**src/rtl/mem_wb_stage.sv**
```systemverilog
// mem_wb_stage: memory-to-writeback pipeline stage feeding the register file.
//   ALU results retire one cycle after acceptance. Loads park the stage in WAIT
//   until the data memory returns a one-cycle MemRValid pulse. If no pulse
//   arrives within MEM_TIMEOUT cycles, the load is dropped and the sticky
//   MemErr flag is set.
//
// Ports:
//   clk, reset            rising-edge clock, synchronous active-high reset
//   ValidM                M stage presents an instruction this cycle
//   RegWriteM             instruction writes a register
//   MemtoRegM             instruction is a load
//   LoadByteM             byte load (only honoured with BYTE_LOAD_EN)
//   WA3M                  destination register
//   ALUOutM               ALU result / load address
//   MemRValid, MemRData   data memory read response
//   StallM                hold M stage (stage busy with an outstanding load)
//   RegWriteW, WA3W,      regfile write port (written on the regfile's
//   ResultW               falling edge)
//   MemErr                sticky load-timeout flag
//
// Configuration macro: BYTE_LOAD_EN. When it is defined, byte loads return a
// zero-extended byte lane of MemRData selected by ALUOutM[1:0], little-endian.
// When it is undefined, all loads return the full 32-bit MemRData.
module mem_wb_stage #(
  parameter int unsigned MEM_TIMEOUT = 16,
  parameter int unsigned CNT_W       = 5
) (
  input  logic        clk,
  input  logic        reset,
  input  logic        ValidM,
  input  logic        RegWriteM,
  input  logic        MemtoRegM,
  input  logic        LoadByteM,
  input  logic [4:0]  WA3M,
  input  logic [31:0] ALUOutM,
  input  logic        MemRValid,
  input  logic [31:0] MemRData,
  output logic        StallM,
  output logic        RegWriteW,
  output logic [4:0]  WA3W,
  output logic [31:0] ResultW,
  output logic        MemErr
);

  localparam int unsigned XLEN = 32;
  localparam int unsigned RA_W = 5;
  localparam logic [CNT_W-1:0] CNT_LAST = CNT_W'(MEM_TIMEOUT - 1);

  typedef enum logic [0:0] {
    IDLE = 1'b0,
    WAIT = 1'b1
  } state_t;

  // Load context captured at acceptance and used when the data returns.
  typedef struct packed {
    logic            regwrite;
    logic [RA_W-1:0] wa3;
`ifdef BYTE_LOAD_EN
    logic            byte_ld;
    logic [1:0]      lane;
`endif
  } ld_ctx_t;

  state_t            state, state_n;
  logic [CNT_W-1:0]  cnt, cnt_n;
  ld_ctx_t           ld, ld_n;
  logic              stall_n;
  logic              regwrite_n;
  logic [RA_W-1:0]   wa3_n;
  logic [XLEN-1:0]   result_n;
  logic              memerr_n;
  logic [XLEN-1:0]   load_data_c;

`ifdef BYTE_LOAD_EN
  // Byte lane extraction for byte loads, little-endian lane order.
  always_comb begin
    load_data_c = MemRData;
    if (ld.byte_ld) begin
      case (ld.lane)
        2'd0:    load_data_c = {24'b0, MemRData[7:0]};
        2'd1:    load_data_c = {24'b0, MemRData[15:8]};
        2'd2:    load_data_c = {24'b0, MemRData[23:16]};
        default: load_data_c = {24'b0, MemRData[31:24]};
      endcase
    end
  end
`else
  // Byte loads are not supported in this build; LoadByteM has no effect.
  logic unused_loadbyte;
  assign unused_loadbyte = LoadByteM;
  assign load_data_c     = MemRData;
`endif

  // Next-state and next-output logic.
  always_comb begin
    state_n    = state;
    cnt_n      = cnt;
    ld_n       = ld;
    regwrite_n = 1'b0;
    wa3_n      = WA3W;
    result_n   = ResultW;
    memerr_n   = MemErr;

    case (state)
      IDLE: begin
        if (ValidM) begin
          if (MemtoRegM) begin
            ld_n.regwrite = RegWriteM;
            ld_n.wa3      = WA3M;
`ifdef BYTE_LOAD_EN
            ld_n.byte_ld  = LoadByteM;
            ld_n.lane     = ALUOutM[1:0];
`endif
            cnt_n         = '0;
            state_n       = WAIT;
          end else begin
            regwrite_n = RegWriteM;
            wa3_n      = WA3M;
            result_n   = ALUOutM;
          end
        end
      end
      WAIT: begin
        // Returning data takes priority over a timeout in the same cycle.
        if (MemRValid) begin
          regwrite_n = ld.regwrite;
          wa3_n      = ld.wa3;
          result_n   = load_data_c;
          cnt_n      = '0;
          state_n    = IDLE;
        end else if (cnt == CNT_LAST) begin
          memerr_n = 1'b1;
          cnt_n    = '0;
          state_n  = IDLE;
        end else begin
          cnt_n = cnt + CNT_W'(1);
        end
      end
      default: begin
        cnt_n   = '0;
        state_n = IDLE;
      end
    endcase

    stall_n = (state_n == WAIT);
  end

  // State and output registers.
  always_ff @(posedge clk) begin
    if (reset) begin
      state     <= IDLE;
      cnt       <= '0;
      ld        <= '0;
      StallM    <= 1'b0;
      RegWriteW <= 1'b0;
      WA3W      <= '0;
      ResultW   <= '0;
      MemErr    <= 1'b0;
    end else begin
      state     <= state_n;
      cnt       <= cnt_n;
      ld        <= ld_n;
      StallM    <= stall_n;
      RegWriteW <= regwrite_n;
      WA3W      <= wa3_n;
      ResultW   <= result_n;
      MemErr    <= memerr_n;
    end
  end

endmodule

```
**config.mk**
```make
export PLATFORM = sky130hd
export DESIGN_NAME = mem_wb_stage
export DESIGN_NICKNAME = d
export VERILOG_FILES = /design/src/rtl/mem_wb_stage.sv
export SDC_FILE = /design/constraint.sdc
export NUM_CORES = 1
export LEC_CHECK = 0
export CORE_MARGIN = 2
export CORE_UTILIZATION = 42
export CTS_CLUSTER_DIAMETER = 120
export DETAILED_ROUTE_END_ITERATION = 8
export GPL_ROUTABILITY_DRIVEN = 1
export GPL_TIMING_DRIVEN = 0
export MAX_ROUTING_LAYER = met4
export PLACE_DENSITY_LB_ADDON = 0.3
export SYNTH_ARGS = -nofsm -noshare
export SYNTH_HDL_FRONTEND = slang
export SYNTH_SLANG_ARGS = --single-unit
```
**constraint.sdc**
```tcl
create_clock -name clk -period 2 [get_ports clk]
set_input_delay 0.6 -clock clk [delete_from_list [all_inputs] [get_ports clk]]
set_output_delay 0.6 -clock clk [all_outputs]
set_load 0.01 [all_outputs]
```
After elaboration in Yosys (flattened, before gate mapping). Index checks and enable logic that the tools add are counted.

Bitwise logic cells: 2. Reduce and logical (&&, ||, !) cells: 4. Muxes and demuxes: 22. Add/sub/neg operators: 1. Equal/unequal tests: 5.

Operator list (count): $mux 32 (3); $pmux 32 s2 (1); $mux 5 (7); $pmux 5 s2 (2); $reduce_and 3->1 (3); $ne 2x2->1 const B (4); $mux 1 (7); $add 5x1->5 const B (1); $eq 5x4->1 const B (1); $pmux 1 s2 (2); $not 1->1 (2); $reduce_and 2->1 (1).

Flip-flop bits (word level): 51. Bits of input ports: 76. Output and inout bits: 40.

Longest topological paths before layout.
Word-level depth: 4. Mapped depth: 5. Mapped depth without buffers: 4.

Least setup slack after synthesis. OpenSTA, ideal clock, no wires.

Path kind: input to register. Start: input port MemtoRegM. End: register ResultW[16]. Stages on the path: 5. Arrival time: 1.463 ns. Setup slack: 0.422 ns. Library setup time: 0.115 ns. Cells stage by stage: nand2b_1 > buf_6 > buf_6 > mux2_2 > o21a_1.

Longest elaborated chain between the ends: 2.

Ends and longest elaborated chain: start: declaration (line 32) `input logic MemtoRegM,`; $ne 2x2->1 (no line); $reduce_and 3->1 (no line); end signal: assignment (line 166) `ResultW <= result_n;`; end: declaration (line 41) `output logic [31:0] ResultW,`.

Every way passes these cells. A chain may end at the register's enable or synchronous reset.

Worst setup path in the final report. Ends and elaborated chain as after synthesis.

==> results.md <==
- DRC Markers: 0
- Starting density of the core: 0.428
- Vias in the first global route: 2377
- Worst hold path type: reg -> reg
- Slowest CP cell: clkdlybuf4s50_1
- R2R setup slack: 320 ps
- Hold Path End: RegWriteW
- Sequential fraction of design power: 0.447
- Clock share of power: 0.287
- Placed Cells: 456
- Adder-cell share of the synthesized area: 0.00469
- Synthesized area per cell: 10.0 um2
- Cell Chain, Critical Path: clkdlybuf4s50_1 > nand2b_1 > buf_6 > buf_6 > mux2_2 > o21a_1
- Starting DRT DRC Count: 161
- Nets@finish: 469
- Actual transition at the worst max-transition pin: 586 ps
- Largest family of logic cells by synthesized area: multiplexers
- Inserted Diodes: 0
- Largest net degree at the start of global routing: 17
- Worst-Skew Late Latency: 310 ps
- Final HPWL DP: 5.24 mm
- Max_cap viols: 0
- Clock sinks: 51
- Async SR Flop Fraction: 0
- Synth cell types: 26
- Clk slew on worst S/H paths: 100 ps
- CP Capture Type: flip-flop
- Cell Pwr Density: 629 nW/um2
- Ports: 116
- CP arrival: 2120 ps
- Post-DRT Antenna Nets: 0
- Post-synth top flop: dfxtp_1
- Hold Path Cell Cnt: 2
- Clock buffer count from CTS: 5
- Simple-Gate Fraction of Synth Area: 0.0473
- Element type at the critical path start: input pin
- Synth area leaders: dfxtp_1 38%, mux2i_1 16%, mux2_2 16%
- Crit Reg-Reg Startpoint: state
- Crit path max fanout: 10
- Mapped Cells: 266
- DRT Pass-1 Iters: 4
- Via count: 2442
- Min Tclk post-route: 1920 ps
- H-tree Lvls: 2
- Synth warn: 0
- CTS tree: done
- Maximum VDD drop: 0.000408 V
- Wire length of the first global-routing pass: 11.4 mm
- Synth Area in Compound Gates: 0.199
- Worst path most repeated cell: buf_6
- Fraction of synthesized area in multiplexers: 0.317
- Top-count cell post-synth: dfxtp_1
- Leak: 1.65 nW
- Comb power frac: 0.266
- Power Internal: 0.00189 W
- Share of the synthesized area in the top cell type: 0.382
- Tcrit/Tclk final: 0.961
- Port bufs: 113
- Largest area contributor in the netlist: dfxtp_1
- Sum Neg Setup Slack: 0 ps
- Share of layout cells above drive strength 1: 0.155
- Register area share after synthesis: 0.382
- Switching pwr: 0.000664 W
- Crit path buffers/inverters: 3
- Fmax: 520 MHz
- Core area: 6240 um2
- Gr usage total: 0.206
- XOR/XNOR share of the synthesized area: 0
- Setup-failing EPs final: 0
- RSZ-0062 raised after global routing: false
- Vias/cell: 5.20
- Status: finished clean
- Die width: 83.7 um
- Min-Delay Startpoint: ld[5]
- WL final: 7.22 mm
- R2R depth: 5
- CP Launch Point: MemtoRegM
- Die area: 7010 um2
- Row count: 29
- Final Hold Viols: 0
- Setup Skew: 10.9 ps
- Die height: 83.7 um
- Synthesized flop and latch total: 51
- Initial antenna violation count: 0
- Post-synth top cells: 51 x dfxtp_1, 43 x a21oi_1, 43 x mux2i_1
- Syn_nets: 343
- Max Transition Viols Final: 0
- Req. time, crit path: 2200 ps
- Final Non-Filler Cells: 470
- Grt ovf: 0
- Post-synth EDFFs: 0
- Post-synthesis cell area: 2670 um2
- Max incr delay on CP: 520 ps
- Clk root buf: clkbuf_8
- Slew margin rel.: 0.609
- Sw Share: 0.260
- Worst reg2reg path endpoint: ResultW[23]
- Crit path max-delay family: buffers and inverters
- RD Place Congestion: 0.753
- Drt wl/cell: 15.4 um
- Clock Tree Buf Depth: 2
- Layout area overhead: 51.9%
- CP Class: in -> reg
==> cells in the final DEF, fill, tap and decap left out <==
master,netlist,final
nor2_1,7,7
bufinv_16,0,1
o21ai_0,3,3
or4_1,1,1
clkdlybuf4s50_1,0,113
nor2b_1,1,1
buf_2,4,4
nand2b_1,2,2
mux2_2,37,37
dfxtp_1,51,51
or3_1,1,1
a211oi_1,2,2
o211ai_1,1,1
buf_1,4,4
ha_1,1,1
inv_1,2,2
a21oi_1,43,43
buf_6,3,3
buf_4,3,9
clkbuf_8,0,5
nor3b_1,1,1
mux2i_1,43,43
nand2_1,3,3
clkinv_4,0,1
clkbuf_1,9,9
nand3b_1,2,2
nand3_1,3,3
o21a_1,37,37
and4b_1,1,1
or3b_1,1,1
clkinv_2,0,1
==> per-layer routing <==
metal	share of wire	global-route usage	vias up
met2	0.48	0.336	78
met3	0.046	0.0396	13
met4	0.019	0.0601	0
met5	0	-	-
li1	-	-	1222
met1	0.45	0.260	1129
==> cell type report <==
class | count | area (um2)
Fill cell | 546 | 2190
Multi-Input combinational cell | 190 | 1520
Timing Repair Buffer | 119 | 1180
Sequential cell | 51 | 1020
Buffer | 23 | 125
Tap cell | 77 | 96.3
Clock buffer | 5 | 68.8
Clock inverter | 3 | 43.8
Inverter | 2 | 7.51
==> how the worst max path moves through the flow <==
| stage | end | cells after the start | slack [ps] |
|---|---|---|---|
| detailed placement | ResultW[22] | 6 | -260 |
| finish | ResultW[16] | 6 | 80 |
| floorplan | ResultW[16] | 5 | 420 |
| global placement | ResultW[18] | 6 | -240 |
| CTS | ResultW[20] | 6 | 60 |
| global route | ResultW[20] | 6 | 20 |
==> kinds of logic (layout without fill, tap and decap cells) <==
logic type / after synthesis / in the layout
AND/OR/NAND/NOR: 23 / 23
multiplexers: 80 / 80
buffers and inverters: 25 / 152
flip-flops: 51 / 51
adder cells (fa/ha/maj): 1 / 1
AO/OA/AOI/OAI: 86 / 86
==> registers in the layout, indices dropped and copies added, names as in the netlist <==
name       cells
ResultW       32
MemErr         1
WA3W           5
cnt            5
ld             6
RegWriteW      1
state          1
==> power by group through the flow <==
stage	clock (W)	sequential [W]	combinational [W]
floorplan	0	0.00119	0.000300
global placement	0	0.00116	0.000659
detailed placement	0	0.00116	0.000668
CTS	0.000745	0.00114	0.000672
global route	0.000779	0.00115	0.000728
finish	0.000733	0.00114	0.000678
==> worst min-delay path: cells and delay by family, from the launching register on <==
kind,cells,cell delay [ps]
AOI/OAI and AO/OA,1,50
DFF,1,320
and+or+nand+nor,1,60
==> per-stage QoR <==
step	power, W	cell area, um2	hold WS [ps]	util	worst slack [ps]
after floorplan	0.00149	2670	443	-	422
after global placement	0.00182	3900	458	0.624	-237
after CTS	0.00256	4010	477	0.643	63.8
after detailed placement	0.00183	3900	459	0.624	-259
after global routing	0.00266	4060	485	0.650	19.5
final	0.00255	4060	471	0.650	78.2
==> timing repair <==
item,CTS,global route
setup endpoints to repair,0,7
endpoints found under the hold margin,0,0
buffers inserted,0,6
resized for setup,0,0
hold buffers,0,0
Note: power is estimated with default switching activity, not from simulation.
